## src/rtl/lcd_ctrl_pkg.sv

```systemverilog
// ---------------------------------------------------------------------------
// lcd_ctrl_pkg
// Shared definitions for the HD44780-class character LCD write sequencer:
//   - lcd_state_e   : sequencer FSM states
//   - LCD_*_BIT     : bit positions inside the 32-bit io_lcd_o pin word
//   - LCD_INIT_SEQ  : power-on command bytes issued before any user request
//   - is_clear_cmd  : picks the long post-write wait for clear/home commands
// No ports (package).
// ---------------------------------------------------------------------------
package lcd_ctrl_pkg;

    localparam int TIMER_W = 20;

    // ST_LOAD is the one-cycle slot between accepting a byte and driving it
    // onto the bus; ST_INIT plays the same role for the init ROM bytes.
    typedef enum logic [2:0] {
        ST_PWR_WAIT,
        ST_INIT,
        ST_IDLE,
        ST_LOAD,
        ST_SETUP,
        ST_PULSE,
        ST_HOLD,
        ST_WAIT
    } lcd_state_e;

    localparam int LCD_ON_BIT = 31;
    localparam int LCD_EN_BIT = 10;
    localparam int LCD_RS_BIT = 9;
    localparam int LCD_RW_BIT = 8;

    // Function set 8-bit/2-line, display on, clear, entry mode increment.
    localparam logic [7:0] LCD_INIT_SEQ [4] = '{8'h38, 8'h0C, 8'h01, 8'h06};

    // Clear display / return home need the long execution wait.
    function automatic logic is_clear_cmd(input logic rs, input logic [7:0] data);
        return (!rs) && (data >= 8'h01) && (data <= 8'h03);
    endfunction

endpackage

```

## src/rtl/lcd_req_fifo.sv

```systemverilog
// ---------------------------------------------------------------------------
// lcd_req_fifo
// Small synchronous request FIFO placed in front of the LCD sequencer when
// the build enables buffering. Head entry is always visible on rdata_o.
// Ports:
//   clk_i, rst_i  : clock, synchronous active-high reset (empties the FIFO)
//   push_i        : write wdata_i (ignored when full)
//   wdata_i       : entry to store
//   pop_i         : drop the head entry (ignored when empty)
//   rdata_o       : head entry
//   full_o        : no free slot
//   empty_o       : no stored entry
// ---------------------------------------------------------------------------
module lcd_req_fifo
    import lcd_ctrl_pkg::*;
#(
    parameter int DEPTH = 4,
    parameter int WIDTH = 9
) (
    input  logic             clk_i,
    input  logic             rst_i,
    input  logic             push_i,
    input  logic [WIDTH-1:0] wdata_i,
    input  logic             pop_i,
    output logic [WIDTH-1:0] rdata_o,
    output logic             full_o,
    output logic             empty_o
);

    localparam int AW = $clog2(DEPTH);

    logic [WIDTH-1:0] mem_q [DEPTH];
    logic [WIDTH-1:0] mem_d [DEPTH];
    logic [AW-1:0]    wr_ptr_q, wr_ptr_d;
    logic [AW-1:0]    rd_ptr_q, rd_ptr_d;
    logic [AW:0]      count_q, count_d;
    logic             do_push, do_pop;

    assign full_o  = (count_q == (AW+1)'(DEPTH));
    assign empty_o = (count_q == '0);
    assign rdata_o = mem_q[rd_ptr_q];

    assign do_push = push_i && !full_o;
    assign do_pop  = pop_i && !empty_o;

    // Pointers wrap naturally because DEPTH is a power of two.
    always_comb begin
        mem_d    = mem_q;
        wr_ptr_d = wr_ptr_q;
        rd_ptr_d = rd_ptr_q;
        count_d  = count_q;
        if (do_push) begin
            mem_d[wr_ptr_q] = wdata_i;
            wr_ptr_d        = wr_ptr_q + AW'(1);
        end
        if (do_pop) begin
            rd_ptr_d = rd_ptr_q + AW'(1);
        end
        case ({do_push, do_pop})
            2'b10:   count_d = count_q + (AW+1)'(1);
            2'b01:   count_d = count_q - (AW+1)'(1);
            default: count_d = count_q;
        endcase
    end

    always_ff @(posedge clk_i) begin
        if (rst_i) begin
            for (int i = 0; i < DEPTH; i++) begin
                mem_q[i] <= '0;
            end
            wr_ptr_q <= '0;
            rd_ptr_q <= '0;
            count_q  <= '0;
        end else begin
            mem_q    <= mem_d;
            wr_ptr_q <= wr_ptr_d;
            rd_ptr_q <= rd_ptr_d;
            count_q  <= count_d;
        end
    end

endmodule

```

## src/rtl/lcd_ctrl.sv

```systemverilog
// ---------------------------------------------------------------------------
// lcd_ctrl
// Write-only sequencer for an HD44780-class character LCD. After power-on it
// waits, issues the fixed init command bytes, then accepts command/data bytes
// and generates setup / EN pulse / hold / execution-wait timing for each.
// Optional build macro: LCD_CTRL_FIFO_EN adds a 4-entry request FIFO so
// requests can be queued (also during init) and drained in order.
// Ports:
//   clk_i, rst_i   : clock, synchronous active-high reset
//   req_valid_i    : request valid
//   req_ready_o    : request accepted when valid & ready at a rising edge
//   req_rs_i       : 0 = command, 1 = data
//   req_data_i     : byte to write
//   busy_o         : sequencer not idle (or FIFO holds entries)
//   init_done_o    : init sequence finished, sticky until reset
//   io_lcd_o       : {ON[31], 20'b0, EN[10], RS[9], RW[8], DATA[7:0]}
// ---------------------------------------------------------------------------
module lcd_ctrl
    import lcd_ctrl_pkg::*;
#(
    parameter int SETUP_CYC     = 2,
    parameter int PULSE_CYC     = 12,
    parameter int HOLD_CYC      = 2,
    parameter int CMD_WAIT_CYC  = 2000,
    parameter int CLR_WAIT_CYC  = 82000,
    parameter int INIT_WAIT_CYC = 750000
) (
    input  logic        clk_i,
    input  logic        rst_i,
    input  logic        req_valid_i,
    output logic        req_ready_o,
    input  logic        req_rs_i,
    input  logic [7:0]  req_data_i,
    output logic        busy_o,
    output logic        init_done_o,
    output logic [31:0] io_lcd_o
);

    // Each timed state loads N-1 on entry and leaves when the count hits 0.
    localparam logic [TIMER_W-1:0] SETUP_LD = TIMER_W'(SETUP_CYC - 1);
    localparam logic [TIMER_W-1:0] PULSE_LD = TIMER_W'(PULSE_CYC - 1);
    localparam logic [TIMER_W-1:0] HOLD_LD  = TIMER_W'(HOLD_CYC - 1);
    localparam logic [TIMER_W-1:0] CMD_LD   = TIMER_W'(CMD_WAIT_CYC - 1);
    localparam logic [TIMER_W-1:0] CLR_LD   = TIMER_W'(CLR_WAIT_CYC - 1);
    localparam logic [TIMER_W-1:0] INIT_LD  = TIMER_W'(INIT_WAIT_CYC - 1);

    lcd_state_e         state_q, state_d;
    logic [TIMER_W-1:0] timer_q, timer_d;
    logic [1:0]         init_idx_q, init_idx_d;
    logic               init_done_q, init_done_d;
    logic               ready_q, ready_d;
    logic               on_q, on_d;
    logic               en_q, en_d;
    logic               rs_q, rs_d;
    logic [7:0]         data_q, data_d;
    logic               lat_rs_q, lat_rs_d;
    logic [7:0]         lat_data_q, lat_data_d;

    logic               timer_zero;
    logic               take;
    logic               take_rs;
    logic [7:0]         take_data;

    assign timer_zero = (timer_q == '0);

`ifdef LCD_CTRL_FIFO_EN
    logic       fifo_full, fifo_empty, fifo_push;
    logic [8:0] fifo_rdata;

    // ready_q is only set in IDLE after init, so the FIFO drains after init.
    assign req_ready_o = on_q && !fifo_full;
    assign fifo_push   = req_valid_i && req_ready_o;
    assign take        = ready_q && !fifo_empty;
    assign take_rs     = fifo_rdata[8];
    assign take_data   = fifo_rdata[7:0];
    assign busy_o      = (state_q != ST_IDLE) || !fifo_empty;

    lcd_req_fifo #(
        .DEPTH (4),
        .WIDTH (9)
    ) u_fifo (
        .clk_i   (clk_i),
        .rst_i   (rst_i),
        .push_i  (fifo_push),
        .wdata_i ({req_rs_i, req_data_i}),
        .pop_i   (take),
        .rdata_o (fifo_rdata),
        .full_o  (fifo_full),
        .empty_o (fifo_empty)
    );
`else
    assign req_ready_o = ready_q;
    assign take        = ready_q && req_valid_i;
    assign take_rs     = req_rs_i;
    assign take_data   = req_data_i;
    assign busy_o      = (state_q != ST_IDLE);
`endif

    assign init_done_o = init_done_q;

    always_comb begin
        io_lcd_o             = '0;
        io_lcd_o[LCD_ON_BIT] = on_q;
        io_lcd_o[LCD_EN_BIT] = en_q;
        io_lcd_o[LCD_RS_BIT] = rs_q;
        io_lcd_o[LCD_RW_BIT] = 1'b0;
        io_lcd_o[7:0]        = data_q;
    end

    // Next-state and next-output logic; bus pins only change on transitions,
    // so RS/DATA stay put from SETUP through HOLD and the following WAIT.
    always_comb begin
        state_d     = state_q;
        timer_d     = timer_q;
        init_idx_d  = init_idx_q;
        init_done_d = init_done_q;
        ready_d     = ready_q;
        on_d        = 1'b1;
        en_d        = en_q;
        rs_d        = rs_q;
        data_d      = data_q;
        lat_rs_d    = lat_rs_q;
        lat_data_d  = lat_data_q;

        case (state_q)
            ST_PWR_WAIT: begin
                if (timer_zero) state_d = ST_INIT;
                else            timer_d = timer_q - TIMER_W'(1);
            end
            ST_INIT: begin
                state_d = ST_SETUP;
                timer_d = SETUP_LD;
                rs_d    = 1'b0;
                data_d  = LCD_INIT_SEQ[init_idx_q];
            end
            ST_IDLE: begin
                if (take) begin
                    lat_rs_d   = take_rs;
                    lat_data_d = take_data;
                    ready_d    = 1'b0;
                    state_d    = ST_LOAD;
                end
            end
            ST_LOAD: begin
                state_d = ST_SETUP;
                timer_d = SETUP_LD;
                rs_d    = lat_rs_q;
                data_d  = lat_data_q;
            end
            ST_SETUP: begin
                if (timer_zero) begin
                    state_d = ST_PULSE;
                    timer_d = PULSE_LD;
                    en_d    = 1'b1;
                end else begin
                    timer_d = timer_q - TIMER_W'(1);
                end
            end
            ST_PULSE: begin
                if (timer_zero) begin
                    state_d = ST_HOLD;
                    timer_d = HOLD_LD;
                    en_d    = 1'b0;
                end else begin
                    timer_d = timer_q - TIMER_W'(1);
                end
            end
            ST_HOLD: begin
                if (timer_zero) begin
                    state_d = ST_WAIT;
                    timer_d = is_clear_cmd(rs_q, data_q) ? CLR_LD : CMD_LD;
                end else begin
                    timer_d = timer_q - TIMER_W'(1);
                end
            end
            ST_WAIT: begin
                if (!timer_zero) begin
                    timer_d = timer_q - TIMER_W'(1);
                end else if (init_done_q || init_idx_q == 2'd3) begin
                    init_done_d = 1'b1;
                    ready_d     = 1'b1;
                    state_d     = ST_IDLE;
                end else begin
                    init_idx_d = init_idx_q + 2'd1;
                    state_d    = ST_INIT;
                end
            end
            default: begin
                state_d = ST_PWR_WAIT;
                timer_d = INIT_LD;
            end
        endcase
    end

    // Reset drops EN immediately and discards any latched request; the full
    // power-on wait and init sequence then rerun.
    always_ff @(posedge clk_i) begin
        if (rst_i) begin
            state_q     <= ST_PWR_WAIT;
            timer_q     <= INIT_LD;
            init_idx_q  <= '0;
            init_done_q <= 1'b0;
            ready_q     <= 1'b0;
            on_q        <= 1'b0;
            en_q        <= 1'b0;
            rs_q        <= 1'b0;
            data_q      <= '0;
            lat_rs_q    <= 1'b0;
            lat_data_q  <= '0;
        end else begin
            state_q     <= state_d;
            timer_q     <= timer_d;
            init_idx_q  <= init_idx_d;
            init_done_q <= init_done_d;
            ready_q     <= ready_d;
            on_q        <= on_d;
            en_q        <= en_d;
            rs_q        <= rs_d;
            data_q      <= data_d;
            lat_rs_q    <= lat_rs_d;
            lat_data_q  <= lat_data_d;
        end
    end

endmodule
```

## config.mk

```make
export PLATFORM = sky130hd
export DESIGN_NAME = lcd_ctrl
export DESIGN_NICKNAME = d
export VERILOG_FILES = /design/src/rtl/lcd_ctrl_pkg.sv /design/src/rtl/lcd_req_fifo.sv /design/src/rtl/lcd_ctrl.sv
export SDC_FILE = /design/constraint.sdc
export NUM_CORES = 1
export LEC_CHECK = 0
export CAP_MARGIN = 0
export CORE_UTILIZATION = 45
export CTS_CLUSTER_SIZE = 30
export DETAILED_ROUTE_END_ITERATION = 8
export PLACE_DENSITY = 0.69
export SYNTH_ARGS = -nofsm -noshare
export SYNTH_HDL_FRONTEND = slang
export SYNTH_SLANG_ARGS = --single-unit
```

## constraint.sdc

```tcl
create_clock -name clk_i -period 1.98 [get_ports clk_i]
set_input_delay 0.198 -clock clk_i [delete_from_list [all_inputs] [get_ports clk_i]]
set_output_delay 0.198 -clock clk_i [all_outputs]
set_load 0.05 [all_outputs]
```

# [Word level (Yosys, flattened, before mapping)]
# Cells that the tools add are included.
[op_classes] n_reduce_logical=20 muxes=27 n_addsub=2 order_cmp=3 n_eq_ne=17 bitwise_logic=2
[ops] op="20-bit case mux with 5 select lines" count=1
[ops] op="20-bit two-way mux" count=4
[ops] op="3-bit case mux with 7 select lines" count=1
[ops] op="20-bit zero test" count=1
[ops] op="20-bit by 1-bit subtractor with 20-bit output, second input constant" count=1
[ops] op="3-bit two-way mux" count=6
[ops] op="17-bit two-way mux" count=1
[ops] op="8-bit binary-select mux with 2-bit select" count=1
[ops] op="8-bit two-way mux" count=2
[ops] op="2-bit inequality test, second input constant" count=8
[ops] op="8-bit case mux with 2 select lines" count=1
[ops] op="3-bit == test, second input constant" count=4
[ops] op="3-bit AND reduction" count=3
[ops] op="8-bit by 1-bit >= comparator with 1-bit output, second input constant" count=1
[ops] op="8-bit by 2-bit less-or-equal comparator with 1-bit output, second input constant" count=1
[ops] op="3-bit by 2-bit == test with 1-bit output, second input constant" count=2
[ops] op="1-bit two-way mux" count=6
[ops] op="1-bit case mux with 2 select lines" count=3
[ops] op="6-bit AND reduction" count=1
[ops] op="2-bit nonzero test" count=3
[ops] op="5-bit nonzero test" count=1
[ops] op="2-bit AND reduction" count=2
[ops] op="4-bit AND reduction" count=1
[ops] op="2-bit OR reduction" count=2
[ops] op="12 further kinds" count=14
[word_totals] ff_bits=47 out_inout_bits=35

# [Logic depth before layout (Yosys ltp)]
# Gate-level depths: netlist (run 1).
[logic_depth] word_depth=6 mapped_depth=9 depth_no_buf=7

# [Least setup slack after synthesis (run 1)]
# No wires, ideal clock.
[synth_timing] kind="register -> register" startpoint="register timer_q[0]" endpoint="register timer_q[19]" setup_time_ns=0.120 arrival_time_ns=1.998 path_buffers=1 path_stages_with_launch=9 t_required_ns=1.860 path_slack_ns=-0.137 path_cell_list="dfxtp_1 > inv_1 > ha_1 > nor3b_1 > and4_2 > buf_2 > a31o_2 > o311a_1 > a211o_1"
[synth_between] elab_chain_cells=3 word_cells_on_any_way=9 classes_between="add/sub: 1; eq/ne: 1; mux: 5; reduce/logical: 2"
[synth_rtl] element="start, declared" line_no="lcd_ctrl.sv:48" text="logic [TIMER_W-1:0] timer_q, timer_d;"
[synth_rtl] element="start signal, assigned" line_no="lcd_ctrl.sv:212" text="timer_q <= timer_d;"
[synth_rtl] element="20-bit by 1-bit subtractor with 20-bit output or 20-bit zero test (tied branches)"
[synth_rtl] element="20-bit two-way mux, or another cell as far along" line_no="lcd_ctrl.sv:127, lcd_ctrl.sv:177"
[synth_rtl] element="20-bit case mux with 5 select lines or 2-bit AND reduction (tied branches)"
# Several ways; a longest one is shown, not always the timed one. The select of a mux whose other input is x is not followed.
# A chain may end at the register's enable or synchronous reset.

# [Worst setup path after layout (run 1)]
[layout_timing] startpoint="register timer_q[5]" endpoint="register timer_q[0]"
[layout_between] elab_chain_cells=3 word_cells_on_any_way=7 classes_between="eq/ne: 1; mux: 4; reduce/logical: 2"
[layout_rtl] element="20-bit zero test *" line_no="lcd_ctrl.sv:64" text="assign timer_zero = (timer_q == '0);"
[layout_rtl] element="20-bit two-way mux, or another cell as far along" line_no="lcd_ctrl.sv:169" text="if (timer_zero) begin"
[layout_rtl] element="20-bit case mux with 5 select lines or 2-bit AND reduction (tied branches)"
# Every way passes the cells marked *; elsewhere a longest branch is shown, timed or not.

==> results_dict.tcl, run 1 <==
set metrics [dict create \
    placedCellCount 474 \
    clock_latency_ns 0.31 \
    synth_cells 347 \
    antenna_cells 0 \
    max-slew-margin-rel_pct 66.0 \
    postCtsHoldBufs 0 \
    core_sq_um 5960 \
    place_congestion 0.910 \
    antenna_found_initial 0 \
    path_class "reg2reg" \
    start_util_pct 47.0 \
    power.total_uw 1800 \
    drc 0 \
    seqPwrFrac_pct 53.3 \
    seq_area_frac_synth_pct 33.6 \
    synthSimpleGateAreaFrac_pct 25.6 \
    io_pins 47 \
    syn_avg_cell_area_sq_um 8.07 \
    critical_path_required_ns 2.17 \
    yosysTopAreaCell "dfxtp_1" \
    cts_max_path_buffers 2 \
    path_clk_slew_ns 0.10 \
    place_hpwl_mm 5.58 \
    nNetsFinal 434 \
    finalSetupViolCount 0 \
    synthXorXnorAreaFrac_pct 0.939 \
    drt_wl_total_mm 7.87 \
    port_buffers 25 \
    synth.area.top_cells "dfxtp_1 34%, buf_4 7.0%, a21oi_1 6.1%" \
    cts_buffers 5 \
    overflow 0 \
    min_period_over_period_pct 98.6 \
    tightest_slew_ns 0.508 \
    netlist_area_sq_um 2800 \
    p_switching_uw 506 \
    grt_usage_pct 24.1 \
    hold_violations 0 \
    synth_top_family_by_area "simple AND/OR/NAND/NOR gates" \
    synth_warnings 0 \
    cts.sinks 47 \
    synth-compound-area-share_pct 23.4 \
    p_leak_uw 0.00131 \
    die_h_microns 80.9 \
    max_cap_viol_count 0 \
    first_global_vias 2610 \
    vias 2793 \
    synth_cell_types 58 \
    cts_tree "yes" \
    clock_tree.root_cell "clkbuf_8" \
    async_reset_ff_share_pct 0 \
    rsz0062_at_grt "true" \
    layout.cells.non_filler 493 \
    hp-class "in2reg" \
    synth_ff_type "dfxtp_1" \
    fin_crit_ns 1.95 \
    drt-initial-drc-count 147 \
    drtAntennaViolNets 0 \
    p_clk_share_pct 35.5 \
    end_kind "flop" \
    synth_most_common_cell "dfxtp_1" \
    outcome "finished, final reports clean" \
    synth_edf_count 0 \
    p_per_area_nw_per_um2 495 \
    skew_ns 0.0112 \
    synthMuxAreaShare_pct 2.15 \
    vdd_ir_drop_max_uv 350 \
    internal_power_uw 1290 \
    synthTopCellsByCount "47 x dfxtp_1, 41 x nand2_1, 34 x a21oi_1" \
    first_pass_iters 5 \
    swShare_pct 28.1 \
    maxSlewViolCount 0 \
    syn_to_final_growth_pct 30.0 \
    grt_max_degree 18 \
    drive_gt1_share_pct 26.3 \
    cp_data_arrival_time_ns 2.14 \
    pwr-share-comb_pct 11.2 \
    die-area_sq_um 6540 \
    max_freq_mhz 512 \
    grt_pass1_wl_mm 12.2 \
    drt-wirelength-per-cell_microns 16.0 \
    synth-seq-cells 47 \
    htreeDepth 2 \
    synthAdderAreaFrac_pct 2.24 \
    synth_top_area_share_pct 33.6 \
    die_w_microns 80.9 \
    row_count 28 \
    viasPerCell 5.67 \
    critPathLaunchType "flop" \
    timing.critical_path.fanout_max 8 \
]
-- cell usage in the layout (no fill, tap or decap), types with 7 or more instances in the layout --
cell,Yosys,routed
a21oi_1,34,32
buf_4,26,57
clkdlybuf4s50_1,0,24
conb_1,1,21
dfxtp_1,47,38
dfxtp_2,0,7
inv_1,12,10
nand2_1,41,40
nand3_1,14,14
nor2_1,26,23
nor3_1,14,14
o21ai_0,12,11
-- power groups by stage --
stage / Combinational, uW / Clock (uW) / Sequential [uW]
after floorplan: 168 / 0 / 983
after global placement: 194 / 0 / 980
after detailed placement: 195 / 0 / 981
after CTS: 196 / 642 / 958
after global routing: 214 / 685 / 961
final: 202 / 639 / 960
-- sequential cells by signal, summed over array words and instances (netlist names), 2 cells and up --
register and count:
timer_q 20, state_q 3, init_idx_q 2, data_q 8
lat_data_q 8
-- what timing repair did --
item                                    in CTS  in global routing
endpoints found under the setup margin      12                 27
pin swaps                                    6                 18
setup buffers                                3                  7
cloned                                       0                  1
resized for setup                           11                 27
-- final cells by class --
type	count	area (sq um)
fillers	547	2320
multi-input cells	265	1720
flip-flops and latches	47	957
repair buffers	86	724
well taps	75	93.8
clock buffers	6	82.6
inverters	12	47.5
clock inverters	2	16.3
-- worst paths after layout --
check                             start  cells past startpoint  slack (ns)                          to
max reg2reg     timer_q[5]$_SDFFE_PP1P_                      7        0.03     timer_q[0]$_SDFFE_PP1P_
min                       req_data_i[7]                      3        0.42  lat_data_q[7]$_SDFFE_PP0P_
min reg2reg  lat_data_q[2]$_SDFFE_PP0P_                      2        0.46  lat_data_q[2]$_SDFFE_PP0P_
max             timer_q[5]$_SDFFE_PP1P_                      7        0.03     timer_q[0]$_SDFFE_PP1P_
-- routing by layer --
layer | vias up | track usage [%] | share of wire, %
met5 | - | 0 | 0
met4 | 0 | 10.9 | 2.0
met3 | 17 | 3.93 | 4.5
met2 | 95 | 40.8 | 49
met1 | 1319 | 29.8 | 44
li1 | 1362 | - | -
-- cell families after synthesis --
group	Yosys count
mux	6
flops	47
other cells	1
simple gates	132
compound gates	98
fa+ha+maj	5
xor+xnor	3
buf+inv	55
-- worst max-delay path: stages, from the launching register on --
cell	delay, ns
dfxtp_2	0.35
nor4_4	0.30
buf_4	0.18
and4_4	0.30
buf_6	0.14
a21oi_4	0.05
mux2i_1	0.13
o32a_1	0.37
-- metrics by stage --
stage                     hold slack (ns)  cell area (sq um)  setup WS [ns]  setup TNS (ns)  util, %
after CTS                           0.424               3480        0.00302               0     58.4
after global routing                0.428               3640        -0.0372          -0.164     61.1
after floorplan                     0.334               2900        -0.0270         -0.0270        -
after detailed placement            0.449               3320        -0.0753          -0.429     55.8
final                               0.422               3640         0.0268               0     61.1
after global placement              0.445               3320        -0.0568          -0.195     55.8
No activity file was read; power rests on OpenSTA's default activity.
==> run 2: changes to the inputs <==
--- a/config.mk
+++ b/config.mk
@@ -10,6 +10,8 @@
 export CTS_CLUSTER_SIZE = 30
 export DETAILED_ROUTE_END_ITERATION = 8
 export PLACE_DENSITY = 0.69
+export RECOVER_POWER = 50
+export SETUP_SLACK_MARGIN = 0.3
 export SYNTH_ARGS = -nofsm -noshare
 export SYNTH_HDL_FRONTEND = slang
 export SYNTH_SLANG_ARGS = --single-unit
==> run 2 against run 1 <==
Net effect:
- first-iteration DRC count is 48% higher
- clock power grew 18%
- critical path depth is the same
- the run now ends with setup timing left
- hold slack better by 0.0074 ns
==> results_dict.tcl, run 2 (synthesis results as in run 1) <==
set metrics [dict create \
    outcome "complete, but fails checks" \
    violations "setup timing" \
    max_cap_viol_count 0 \
    die_h_microns 80.9 \
    cts_tree "yes" \
    cts_max_path_buffers 2 \
    syn_to_final_growth_pct 45.6 \
    layout_setup_ws_ns -0.149 \
    finalSetupViolCount 2 \
    drtAntennaViolNets 0 \
    place_hpwl_mm 5.42 \
    cp_num_buf_inv 2 \
    grt_usage_pct 26.7 \
    first_global_vias 2733 \
    setup-tns-final_ns -0.176 \
    timing.rr.end "timer_q[16]$_SDFFE_PP1P_" \
    cp_data_arrival_time_ns 2.34 \
    hold_violations 0 \
    crit_top_cell "buf_6" \
    max-slew-margin-rel_pct 55.2 \
    row_count 28 \
    worstHoldPathCells 3 \
    tightest_slew_ns 0.669 \
    antenna_found_initial 0 \
    cts_buffers 5 \
    grt_max_degree 17 \
    path_clk_slew_ns 0.10 \
    place_congestion 0.887 \
    timing.rr.start "timer_q[2]$_SDFFE_PP1P_" \
    critPathLaunchType "flop" \
    vdd_ir_drop_max_uv 328 \
    io_pins 47 \
    rsz0062_at_grt "true" \
    timing.critical_path.fanout_max 4 \
    drc 0 \
    die_w_microns 80.9 \
    clock_latency_ns 0.31 \
    cp_slowest_stage_delay_ns 0.43 \
    drt_wl_total_mm 9.35 \
    start_util_pct 47.0 \
    largest_register_ffs 20 \
    p_leak_uw 0.00149 \
    cp-startpoint "timer_q[2]$_SDFFE_PP1P_" \
    port_buffers 25 \
    viasPerCell 6.04 \
    timing.hold.ws_ns 0.429 \
    slowest_stage "nor4_2" \
    drt-initial-drc-count 218 \
    core_sq_um 5960 \
    r2r_slack_ns -0.15 \
    layout_common_cells "54 x buf_4, 39 x nand2_1, 36 x dfxtp_1" \
    final_common_cell "buf_4" \
    power.total_uw 1930 \
    cts.sinks 47 \
    die-area_sq_um 6540 \
    maxSlewViolCount 0 \
    max_freq_mhz 470 \
    end_kind "flop" \
    critical_path_required_ns 2.19 \
    place_area_sq_um 3370 \
    first_pass_iters 5 \
    largest-register "timer_q" \
    fin_crit_ns 2.13 \
    clock_tree.root_cell "clkbuf_8" \
    preCtsSetupSlack_ns 0.00577 \
    p_per_area_nw_per_um2 473 \
    min_period_over_period_pct 108 \
    antenna_cells 0 \
    hold_end "lat_data_q[2]$_SDFFE_PP0P_" \
    reg_top3 "timer_q (20), data_q (8), lat_data_q (8)" \
    stdcell_area_sq_um 4080 \
    vias 3056 \
    overflow 0 \
    worstPathCellList "nor4_4 -> buf_6 -> buf_6 -> nand4_1 -> nor4_2 -> o211ai_1 -> a211o_1" \
    grt_pass1_wl_mm 13.3 \
    path_class "reg2reg" \
    hp-class "in2reg" \
    postCtsHoldBufs 0 \
    htreeDepth 2 \
    r2r_cells 7 \
    drive_gt1_share_pct 37.6 \
    min_from "req_data_i[2]" \
    nNetsFinal 447 \
    drt-wirelength-per-cell_microns 18.5 \
    skew_ns 0.00661 \
    cpLargestDelayFamily "simple AND/OR/NAND/NOR gates" \
]
[run 2: routing by layer]
layer  track usage [%]  routed length [microns]  vias up
met5                 0                        0        -
met4              10.2                      362        0
met3              5.28                      556       41
met2              45.3                     4560      156
met1              33.1                     3870     1463
li1                  -                        -     1396
[run 2: worst register-to-register path: stages, from the launching register on]
cell	delay, ns
dfxtp_4	0.37
nor4_4	0.27
buf_6	0.17
buf_6	0.11
nand4_1	0.19
nor4_2	0.43
o211ai_1	0.20
a211o_1	0.28
[run 2: final cells by class]
class,count,area (sq um)
clock buffer,5,68.8
timing repair buffer,98,842
fill,437,1880
clock inverter,3,47.5
sequential,47,967
tap,75,93.8
multi-input combinational,266,2010
inverter,12,47.5
[run 2: repair_timing]
item	4_1_cts	5_1_grt
buffers inserted	17	19
setup endpoints to repair	42	41
gates resized for setup	31	62
cloned	1	0
pin swaps	18	22
[run 2: worst max-delay path by stage]
stage,to,slack [ns],cells after the start
after floorplan,timer_q[19]$_SDFFE_PP1P_,0.02,5
after global placement,timer_q[19]$_SDFFE_PP1P_,0.006,5
after detailed placement,timer_q[19]$_SDFFE_PP1P_,0.006,5
after CTS,timer_q[16]$_SDFFE_PP1P_,0.06,8
after global routing,timer_q[16]$_SDFFE_PP1P_,-0.19,7
final,timer_q[16]$_SDFFE_PP1P_,-0.15,7
[run 2: power breakdown]
| group | total, uW | switching [uW] | internal [uW] | leakage, uW |
|---|---|---|---|---|
| Sequential | 960 | 10.4 | 949 | 0.000381 |
| Clock | 756 | 373 | 384 | 0.0000587 |
| Combinational | 211 | 156 | 55.0 | 0.00105 |
[run 2: stage by stage]
step	util, %	instances
2_1_floorplan	-	367
3_3_place_gp	56.6	461
3_5_place_dp	56.6	461
4_1_cts	62.1	487
5_1_grt	68.4	506
6_report	68.4	506
